[config.mk]
export PLATFORM = sky130hd
export DESIGN_NAME = hazard_ctrl
export DESIGN_NICKNAME = d
export VERILOG_FILES = /design/src/rtl/hazard_ctrl.sv
export SDC_FILE = /design/constraint.sdc
export NUM_CORES = 1
export LEC_CHECK = 0
export CORE_MARGIN = 2
export CORE_UTILIZATION = 29
export DETAILED_ROUTE_END_ITERATION = 7
export PLACE_DENSITY = 0.92
export SLEW_MARGIN = 20
export SYNTH_ARGS = -nofsm -noshare
export SYNTH_HDL_FRONTEND = slang
export SYNTH_SLANG_ARGS = --single-unit
[constraint.sdc]
create_clock -name clk_i -period 3.5 [get_ports clk_i]
set_input_delay 0.525 -clock clk_i [delete_from_list [all_inputs] [get_ports clk_i]]
set_output_delay 0.525 -clock clk_i [all_outputs]
set_load 0.05 [all_outputs]
[src/rtl/hazard_ctrl.sv]
// Load-use stall / branch flush sequencer for the 5-stage pipeline (IF/ID, ID/EX, EX/MEM).
// Define HAZARD_PERF_CNT_EN to build the stall/flush performance counters; otherwise they read 0.
module hazard_ctrl #(
    parameter int unsigned LOAD_LAT = 1,
    parameter int unsigned CNT_W    = 32
) (
    input  logic             clk_i,
    input  logic             rst_i,
    input  logic [31:0]      IFID_ir_i,
    input  logic             IDEX_mem_read_i,
    input  logic [4:0]       IDEX_rt_i,
    input  logic             MEM_ctrl_pc_src_i,
    output logic             ID_stall_o,
    output logic             IDEX_bubble_o,
    output logic             IFID_flush_o,
    output logic             IDEX_flush_o,
    output logic             EXMEM_flush_o,
    output logic [CNT_W-1:0] stall_cnt_o,
    output logic [CNT_W-1:0] flush_cnt_o
);

    localparam int unsigned CNT_LAT_W = 4;
    localparam logic [5:0] OP_RTYPE = 6'h00;
    localparam logic [5:0] OP_BEQ   = 6'h04;
    localparam logic [5:0] OP_BNE   = 6'h05;
    localparam logic [5:0] OP_SW    = 6'h2B;

    typedef enum logic {
        S_RUN   = 1'b0,
        S_STALL = 1'b1
    } state_t;

    state_t                 r_state;
    logic [CNT_LAT_W-1:0]   r_cnt;

    logic [5:0] w_opcode;
    logic [4:0] w_rs;
    logic [4:0] w_rt;
    logic       w_uses_rt;
    logic       w_load_use;
    logic       w_flush;
    logic       w_stall;
    logic       w_unused_ir;

    assign w_opcode    = IFID_ir_i[31:26];
    assign w_rs        = IFID_ir_i[25:21];
    assign w_rt        = IFID_ir_i[20:16];
    assign w_unused_ir = ^IFID_ir_i[15:0];

    // Hazard detection against the load sitting in ID/EX
    always_comb begin
        w_uses_rt  = 1'b0;
        w_load_use = 1'b0;
        w_uses_rt  = (w_opcode == OP_RTYPE) || (w_opcode == OP_BEQ) ||
                     (w_opcode == OP_BNE)   || (w_opcode == OP_SW);
        w_load_use = IDEX_mem_read_i && (IDEX_rt_i != 5'd0) &&
                     ((IDEX_rt_i == w_rs) || (w_uses_rt && (IDEX_rt_i == w_rt)));
    end

    // Flush wins over stall; reset forces every control output low without a clock
    always_comb begin
        w_flush = 1'b0;
        w_stall = 1'b0;
        if (!rst_i) begin
            w_flush = MEM_ctrl_pc_src_i;
            w_stall = !MEM_ctrl_pc_src_i && ((r_state == S_STALL) || w_load_use);
        end
    end

    assign ID_stall_o    = w_stall;
    assign IDEX_bubble_o = w_stall;
    assign IFID_flush_o  = w_flush;
    assign IDEX_flush_o  = w_flush;
    assign EXMEM_flush_o = w_flush;

    // The first stall cycle happens in RUN, so STALL covers the remaining LOAD_LAT-1 cycles
    always_ff @(posedge clk_i or posedge rst_i) begin
        if (rst_i) begin
            r_state <= S_RUN;
            r_cnt   <= '0;
        end else begin
            case (r_state)
                S_RUN: begin
                    if (!MEM_ctrl_pc_src_i && w_load_use && (LOAD_LAT > 1)) begin
                        r_state <= S_STALL;
                        r_cnt   <= CNT_LAT_W'(LOAD_LAT - 1);
                    end
                end
                S_STALL: begin
                    if (MEM_ctrl_pc_src_i || (r_cnt == CNT_LAT_W'(1))) begin
                        r_state <= S_RUN;
                        r_cnt   <= '0;
                    end else begin
                        r_cnt   <= r_cnt - CNT_LAT_W'(1);
                    end
                end
                default: begin
                    r_state <= S_RUN;
                    r_cnt   <= '0;
                end
            endcase
        end
    end

`ifdef HAZARD_PERF_CNT_EN
    logic [CNT_W-1:0] r_stall_cnt;
    logic [CNT_W-1:0] r_flush_cnt;

    // Saturating event counters
    always_ff @(posedge clk_i or posedge rst_i) begin
        if (rst_i) begin
            r_stall_cnt <= '0;
            r_flush_cnt <= '0;
        end else begin
            if (w_stall && (r_stall_cnt != '1)) begin
                r_stall_cnt <= r_stall_cnt + CNT_W'(1);
            end
            if (MEM_ctrl_pc_src_i && (r_flush_cnt != '1)) begin
                r_flush_cnt <= r_flush_cnt + CNT_W'(1);
            end
        end
    end

    assign stall_cnt_o = r_stall_cnt;
    assign flush_cnt_o = r_flush_cnt;
`else
    assign stall_cnt_o = '0;
    assign flush_cnt_o = '0;
`endif

endmodule

Word level (Yosys, flattened, before mapping):

Index checks and enable logic that the tools add are counted.

* reductions and logical operators: 13
* equal/unequal tests: 6
* add/subtract/negate cells: 1
* mux-type cells: 5

Operator list (number)
* $eq A6 B3 Y1 const B: 2
* $eq A5 B5 Y1: 2
* $eq A6 B6 Y1 const B: 1
* $logic_not A6 Y1: 1
* $logic_or A1 B1 Y1: 6
* $reduce_bool A5 Y1: 1
* $eq A4 B1 Y1 const B: 1
* $logic_and A1 B1 Y1: 4
* $mux W1: 4
* $mux W4: 1
* $sub A4 B1 Y4 const B: 1
* $logic_not A1 Y1: 1

* output and inout bits: 69
* flip-flop bits (word level): 5

Depth between registers and ports, before layout:

Gate-level depths: netlist of run 1.

* depth in word-level cells: 10
* depth in mapped cells: 6

Least setup slack after synthesis of run 1:

No wires, ideal clock.

* path type: in2out
* start point: input IFID_ir_i[28]
* end point: output ID_stall_o
* path slack: 0.210 ns
* data arrival time: 2.765 ns
* stages: 5
* data required time: 2.975 ns
* path through: nand2b_1 > mux2i_1 > or4_4 > a2111oi_2 > buf_4

* cells in the longest elaborated chain, start to end: 10
* elaborated cells between the ends (all ways): 13
* classes of those cells: eq/ne (3); mux (1); reduce/logical (9)

RTL lines
* start, declared: line 9 `input logic [31:0] IFID_ir_i,`
* $eq A6 B3 Y1 or $logic_not A6 Y1 (tied branches): line 54 `w_uses_rt = (w_opcode == OP_RTYPE) || (w_opcode == OP_BEQ) ||`
* $logic_or A1 B1 Y1 (2 in series): line 54
* $logic_or A1 B1 Y1 (*): line 55 `(w_opcode == OP_BNE) || (w_opcode == OP_SW);`
* $logic_and A1 B1 Y1 (*): line 57 `((IDEX_rt_i == w_rs) || (w_uses_rt && (IDEX_rt_i == w_rt)));`
* $logic_or A1 B1 Y1 (*): line 57
* $logic_and A1 B1 Y1 (*): line 56 `w_load_use = IDEX_mem_read_i && (IDEX_rt_i != 5'd0) &&`
* $logic_or A1 B1 Y1 (*): line 66 `w_stall = !MEM_ctrl_pc_src_i && ((r_state == S_STALL) || w_load_use);`
* $logic_and A1 B1 Y1 (*): line 66
* $mux W1 (*): line 64 `if (!rst_i) begin`
* end, declared: line 13 `output logic ID_stall_o,`

Every way passes the cells marked *; elsewhere a longest branch is shown, timed or not.

Worst setup path in the final report of run 1:

* start point: input IDEX_rt_i[1]
* end point: output IDEX_bubble_o

* cells in the longest elaborated chain, start to end: 7
* elaborated cells between the ends (all ways): 10
* classes of those cells: eq/ne (2); mux (1); reduce/logical (7)

RTL lines
* start, declared: line 11 `input logic [4:0] IDEX_rt_i,`
* $eq A5 B5 Y1: line 57
* $logic_and A1 B1 Y1: line 57
* $logic_or A1 B1 Y1: line 57
* $logic_and A1 B1 Y1 (*): line 56
* $logic_or A1 B1 Y1 (*): line 66
* $logic_and A1 B1 Y1 (*): line 66
* $mux W1 (*): line 64
* end, declared: line 14 `output logic IDEX_bubble_o,`

Marks and branches as above.

==> impl_results.md, run 1 <==
* Row Count at 20
* RSZ-0062 raised after global routing: no
* Via count at 618
* Critical R2R Launch: r_cnt[1]$_DFFE_PP0P_
* Prevailing post-synth register cell: dfrtp_1
* First-pass GRT wire length at 1800 µm
* Post-synth top area share at 0.538
* Crit path to: IDEX_bubble_o
* GRT Residual Overflow at 0
* DIE HEIGHT at 60.8 µm
* CTS sink count at 5
* Final hold vios at 0
* Initial DRC Count at 24
* Hold_buf cts at 0
* Syn Area/Cell at 8.13 µm²
* Commonest cells in the netlist: buf_4, inv_1, xnor2_1, dfrtp_1, xor2_1
* Vias/cell at 3.27
* Routed Antenna Nets at 0
* Placer Congestion at 0.708
* Total CTS buffers at 3
* Status: complete, no violations
* Vias in the first global route at 456
* Root buf cell: clkbuf_4
* Synth area leader: buf_4
* Clock Skew at 0.00328 ns
* Pwr Total at 0.000333 W
* Top post-synthesis cells by area: buf_4, dfrtp_1, xnor2_1, xor2_1, ha_1
* CP endpoint kind: primary output
* Worst r2r dst: r_cnt[3]$_DFFE_PP0P_
* Area delta synth->final at 14.2%
* Max Cap Viol at 0
* CORE AREA at 3050 µm²
* Full die area at 3690 µm²
* Tcrit/Tclk final at 0.852
* Clock transition at path regs at 0.04 ns
* Slew HR at 0.561
* Count leader, synth: buf_4
* Worst min path class: flop to flop
* Clock Latency Late Sink at 0.24 ns
* Worst Setup Start Kind: input port
* Power per standard cell area at 312 nW/µm²
* Initial core utilization at 0.306
* Fin Setup TNS at 0 ns
* DRC violations left at 0
* Crit path kind: input port to primary output
* Post-synth EDFFs at 0
* Largest net degree at the start of global routing at 8
* Initial antenna violation count at 0
* CTS tree: yes
* Post-route minimum period at 2.98 ns
* R2R cell count at 6
* Crit path max fanout at 3
* Pins over their slew limit at 0
* P_leak at 0.545 nW
* Routed len/inst at 7.90 µm
* Fillers at 327
* Seq/Total Area, Yosys at 0.134
* Syn. warnings at 0
* N_diodes at 0
* Maximum VDD drop at 0.0998 mV
* Fmax at 0.335 GHz
* Final nets at 189
* Async SR Flop Fraction at 1.00
* R2r setup slk at 1.73 ns
* 1st-pass router iterations at 4
* Arrival @ worst endpoint at 2.46 ns
* Global Route Usage Sum at 0.0680
* CTS max path bufs at 2
* CP Launch Point: IDEX_rt_i[1]
* Post_cts resized at 0
* Share of cells above drive strength 1 at 0.0621
* Distinct cells, synth at 26
* Synthesized instance count at 115
* Final setup violation count at 0
* Drt total wl at 1490 µm
* IO Pins at 110
* Setup Fix Bufs, Post-CTS at 0
* Htree depth at 1
* Post-DP HPWL at 1400 µm
* Worst slew pin tran at 0.648 ns
* Hold slack at 0.538 ns
* CP required at 2.97 ns
* Port Buf Inserts at 29
* Flops & latches, synth at 5
* Fin util at 0.350
* Post-Syn Area at 935 µm²
* Die width at 60.8 µm
## per-layer routing
metal | GRT usage | wire, µm | share of wire
met4 | 0.0280 | 0 | 0
met1 | 0.0487 | 416 | 0.28
met3 | 0.0320 | 252 | 0.17
met2 | 0.144 | 823 | 0.55
met5 | 0 | 0 | 0
## worst max-delay path, cell delays in order
cell and delay [ns]:
clkdlybuf4s50_1 0.55, xnor2_1 0.14, nand4_1 0.12, or4_4 0.49, a2111oi_2 0.30, buf_4 0.20, buf_12 0.13
## kinds of logic after synthesis
kind of cell / after synthesis / synth area share
mux: 2 / 0.0214
flops: 5 / 0.134
other cells: 1 / 0.00401
fa+ha+maj: 2 / 0.0268
buf+inv: 73 / 0.562
xor+xnor: 10 / 0.0937
compound gates: 9 / 0.0723
simple gates: 13 / 0.0857
## power by group
group | switching (W) | internal [W]
registers | 0 | 0.0000580
clock network | 0.0000226 | 0.0000430
logic | 0.000173 | 0.0000359
total | 0.000196 | 0.000137
## layout make-up
type | instances | area (µm²) | area share
Multi-Input combinational cell | 100 | 520 | 0.488
Timing Repair Buffer | 30 | 318 | 0.298
Sequential cell | 5 | 125 | 0.117
Tap cell | 44 | 55.1 | 0.0516
Clock buffer | 4 | 26.3 | 0.0246
Inverter | 6 | 22.5 | 0.0211
## registers in the layout, indices dropped and copies added (netlist names)
name,cells
r_state,1
r_cnt,4
## layout by cell type (no fill, tap or decap), types with 2 or more instances in the layout
| master | instances |
|---|---|
| conb_1 | 64 |
| clkdlybuf4s50_1 | 27 |
| inv_1 | 6 |
| xnor2_1 | 6 |
| dfrtp_1 | 5 |
| xor2_1 | 4 |
| nor3_1 | 3 |
| clkbuf_4 | 3 |
| o21ai_0 | 2 |
| mux2i_1 | 2 |
| nor2_1 | 2 |
| ha_1 | 2 |
| buf_12 | 2 |
## stage by stage
step	cells	setup slack (ns)	instance area (µm²)
after global routing	189	0.383	1070
after CTS	189	0.502	1070
after floorplan	178	0.210	1170
after detailed placement	185	0.501	1040
after global placement	185	0.504	1040
final	189	0.518	1070
## worst min-delay path by stage
| stage | start | end | slack, ns | cells past startpoint |
|---|---|---|---|---|
| 2_1_floorplan | rst_i | r_cnt[0]$_DFFE_PP0P_ | 0.30 | 1 |
| 3_3_place_gp | r_cnt[3]$_DFFE_PP0P_ | r_cnt[3]$_DFFE_PP0P_ | 0.52 | 1 |
| 3_5_place_dp | r_cnt[3]$_DFFE_PP0P_ | r_cnt[3]$_DFFE_PP0P_ | 0.53 | 1 |
| 4_1_cts | r_cnt[3]$_DFFE_PP0P_ | r_cnt[3]$_DFFE_PP0P_ | 0.54 | 1 |
| 5_1_grt | r_cnt[3]$_DFFE_PP0P_ | r_cnt[3]$_DFFE_PP0P_ | 0.55 | 1 |
| 6_report | r_cnt[3]$_DFFE_PP0P_ | r_cnt[3]$_DFFE_PP0P_ | 0.54 | 1 |
Note: power is estimated with default switching activity, not from simulation.
==> run 2: changes to the inputs <==
Settings changed: ABC_AREA set to 1, CORE_UTILIZATION 29 to 31, PLACE_DENSITY 0.92 to 0.94.
==> run 2 against run 1 <==
  * Clock skew fell by 0.0017 ns
  * Clock power fell by 3.2%
  * Non-clock buffer count fell by 1
  * Global-route usage rose by 0.55 points
  * Synthesized area rose by 8.4%
  * Critical path type unchanged
  * Largest cell class unchanged
==> impl_results.md, run 2 <==
* Routed Antenna Nets at 0 (unchanged)
* CP Launch Point: IDEX_rt_i[1] (unchanged)
* Post-route minimum period at 3.05 ns (was 2.98 ns)
* Root buf cell: clkbuf_4 (unchanged)
* CP required at 2.97 ns (about the same)
* Vias/cell at 3.37 (was 3.27)
* Post-Syn Area at 1010 µm² (was 935 µm²)
* Htree depth at 1 (unchanged)
* Vias in the first global route at 568 (was 456)
* Total CTS buffers at 3 (unchanged)
* Most frequent cells in the layout: conb_1, clkdlybuf4s50_1, nand2_1 (was conb_1, clkdlybuf4s50_1, inv_1, xnor2_1, dfrtp_1)
* Status: complete, no violations (unchanged)
* Syn. warnings at 0 (unchanged)
* CTS sink count at 5 (unchanged)
* N_diodes at 0 (unchanged)
* Tcrit/Tclk final at 0.871 (was 0.852)
* DIE HEIGHT at 61.2 µm (was 60.8 µm)
* Async SR Flop Fraction at 1.00 (unchanged)
* Syn Area/Cell at 6.58 µm² (was 8.13 µm²)
* Commonest cells in the netlist: buf_4, nand2_1, inv_1, nor2_1, dfrtp_1 (was buf_4, inv_1, xnor2_1, dfrtp_1, xor2_1)
* Initial antenna violation count at 0 (unchanged)
* Power per standard cell area at 301 nW/µm² (was 312 nW/µm²)
* Top flop regs: r_cnt x4, r_state x1 (unchanged)
* Share of cells above drive strength 1 at 0.0546 (was 0.0621)
* Distinct cells, synth at 19 (was 26)
* Max reg flops at 4 (unchanged)
* Largest reg by FF count: r_cnt (unchanged)
* R2r setup slk at 2.34 ns (was 1.73 ns)
* CTS tree: yes (unchanged)
* R2R cell count at 4 (was 6)
* Seq/Total Area, Yosys at 0.123 (was 0.134)
* Maximum VDD drop at 0.0940 mV (was 0.0998 mV)
* First-pass GRT wire length at 2060 µm (was 1800 µm)
* CTS max path bufs at 2 (unchanged)
* Setup Fix Bufs, Post-CTS at 0 (unchanged)
* Placer Congestion at 0.700 (was 0.708)
* Arrival @ worst endpoint at 2.52 ns (was 2.46 ns)
* Final hold vios at 0 (unchanged)
* Routed len/inst at 6.83 µm (was 7.90 µm)
* CORE AREA at 3080 µm² (was 3050 µm²)
* Prevailing post-synth register cell: dfrtp_1 (unchanged)
* P_leak at 0.669 nW (was 0.545 nW)
* Final nets at 227 (was 189)
* Clock transition at path regs at 0.04 ns (about the same)
* Hold_buf cts at 0 (unchanged)
* Worst r2r dst: r_cnt[0]$_DFFE_PP0P_ (was r_cnt[3]$_DFFE_PP0P_)
* Most common cell after layout, fill and taps aside: conb_1 (unchanged)
* Port Buf Inserts at 29 (unchanged)
* Critical R2R Launch: r_cnt[0]$_DFFE_PP0P_ (was r_cnt[1]$_DFFE_PP0P_)
* Worst Setup Start Kind: input port (unchanged)
* Full die area at 3740 µm² (was 3690 µm²)
* IO Pins at 110 (unchanged)
* 1st-pass router iterations at 2 (was 4)
* Max Cap Viol at 0 (unchanged)
* Slew HR at 0.663 (was 0.561)
* Area delta synth->final at 10.4% (was 14.2%)
* RSZ-0062 raised after global routing: no (unchanged)
* Largest net degree at the start of global routing at 7 (was 8)
* Worst slack at placement at 0.405 ns (was 0.501 ns)
* Synthesized instance count at 154 (was 115)
* Worst min path class: input port to asynchronous set/reset pin (was flop to flop)
* Initial DRC Count at 19 (was 24)
* Post_cts resized at 0 (unchanged)
* Row Count at 20 (unchanged)
* Clock Latency Late Sink at 0.23 ns (was 0.24 ns)
* Fmax at 0.328 GHz (was 0.335 GHz)
* Count leader, synth: buf_4 (unchanged)
* Flops & latches, synth at 5 (unchanged)
* Fin Setup TNS at 0 ns (unchanged)
* Crit path max fanout at 3 (unchanged)
* Final setup violation count at 0 (unchanged)
* Pwr Total at 0.000337 W (was 0.000333 W)
* Via count at 765 (was 618)
* Post-synth top area share at 0.496 (was 0.538)
* CP endpoint kind: primary output (unchanged)
* Global Route Usage Sum at 0.0735 (was 0.0680)
* Synth area leader: buf_4 (unchanged)
* DRC violations left at 0 (unchanged)
* Initial core utilization at 0.329 (was 0.306)
* Pins over their slew limit at 0 (unchanged)
* Setup slack after layout at 0.451 ns (was 0.518 ns)
* GRT Residual Overflow at 0 (unchanged)
* Post-DP HPWL at 1430 µm (was 1400 µm)
* Drt total wl at 1550 µm (was 1490 µm)
* Worst slew pin tran at 0.505 ns (was 0.648 ns)
* Crit path kind: input port to primary output (unchanged)
* Die width at 61.2 µm (was 60.8 µm)
* Top post-synthesis cells by area: buf_4, dfrtp_1, nand2_1, inv_1, xor2_1 (was buf_4, dfrtp_1, xnor2_1, xor2_1, ha_1)
* Post-synth EDFFs at 0 (unchanged)
* Clock Skew at 0.00160 ns (was 0.00328 ns)
-- run 2: cell types whose count changed in the layout (fill, tap and decap cells not counted), moves of 2 or more --
cell	previous run	this run
buf_12	2	0
clkdlybuf4s50_1	27	29
inv_1	6	20
inv_2	0	4
mux2i_1	2	0
nand2_1	1	27
nand3_1	0	3
nor2_1	2	8
nor3_1	3	0
o22ai_1	1	3
xnor2_1	6	2
-- run 2: stage by stage --
step	util	cells	cell area, µm²	hold WS (ns)
detailed placement	0.355	223	1090	0.526
floorplan	-	217	1250	0.312
finish	0.363	227	1120	0.525
CTS	0.363	227	1120	0.521
global placement	0.355	223	1090	0.517
global route	0.363	227	1120	0.556
-- run 2: worst max-delay path by stage --
stage	slack (ns)	cells past startpoint	end
CTS	0.40	8	ID_stall_o
global placement	0.46	10	IDEX_bubble_o
finish	0.45	10	ID_stall_o
detailed placement	0.41	8	ID_stall_o
floorplan	1.19	9	ID_stall_o
global route	0.31	9	ID_stall_o
-- run 2: layout make-up --
class	count	area, µm²
Clock buffer	4	26.3
Fill cell	322	1960
Tap cell	44	55.1
Sequential cell	5	125
Inverter	24	90.1
Timing Repair Buffer	29	290
Multi-Input combinational cell	121	532
-- run 2: kinds of logic (layout without fill, tap and decap cells) --
| group | after synthesis | count (layout) | synth area share |
|---|---|---|---|
| xor gates and xnor gates | 6 | 6 | 0.0519 |
| other | 1 | 64 | 0.00370 |
| and+or+nand+nor | 41 | 41 | 0.163 |
| adders and majority gates | 2 | 2 | 0.0247 |
| buffers and inverters | 91 | 57 | 0.585 |
| DFF | 5 | 5 | 0.123 |
| AOI/OAI and AO/OA | 8 | 8 | 0.0482 |
-- run 2: power breakdown --
group | internal, W | switching, W
registers | 0.0000581 | 0
clock network | 0.0000429 | 0.0000206
logic | 0.0000363 | 0.000179
-- run 2: worst max-delay path: stages --
cell and delay [ns]:
clkdlybuf4s50_1 0.53, inv_2 0.06, nand2_2 0.05, nand2_1 0.05, nor2_1 0.09, nand2_1 0.06, o21ai_1 0.12, nand2_1 0.08
a21oi_2 0.14, clkdlybuf4s50_1 0.82
-- run 2: metal layers --
layer	vias to the layer above	track usage	part of all wire
li1	385	-	-
met1	322	0.0673	0.33
met2	56	0.147	0.51
met3	2	0.0168	0.15
met4	0	0.0373	0.012
met5	-	0	0
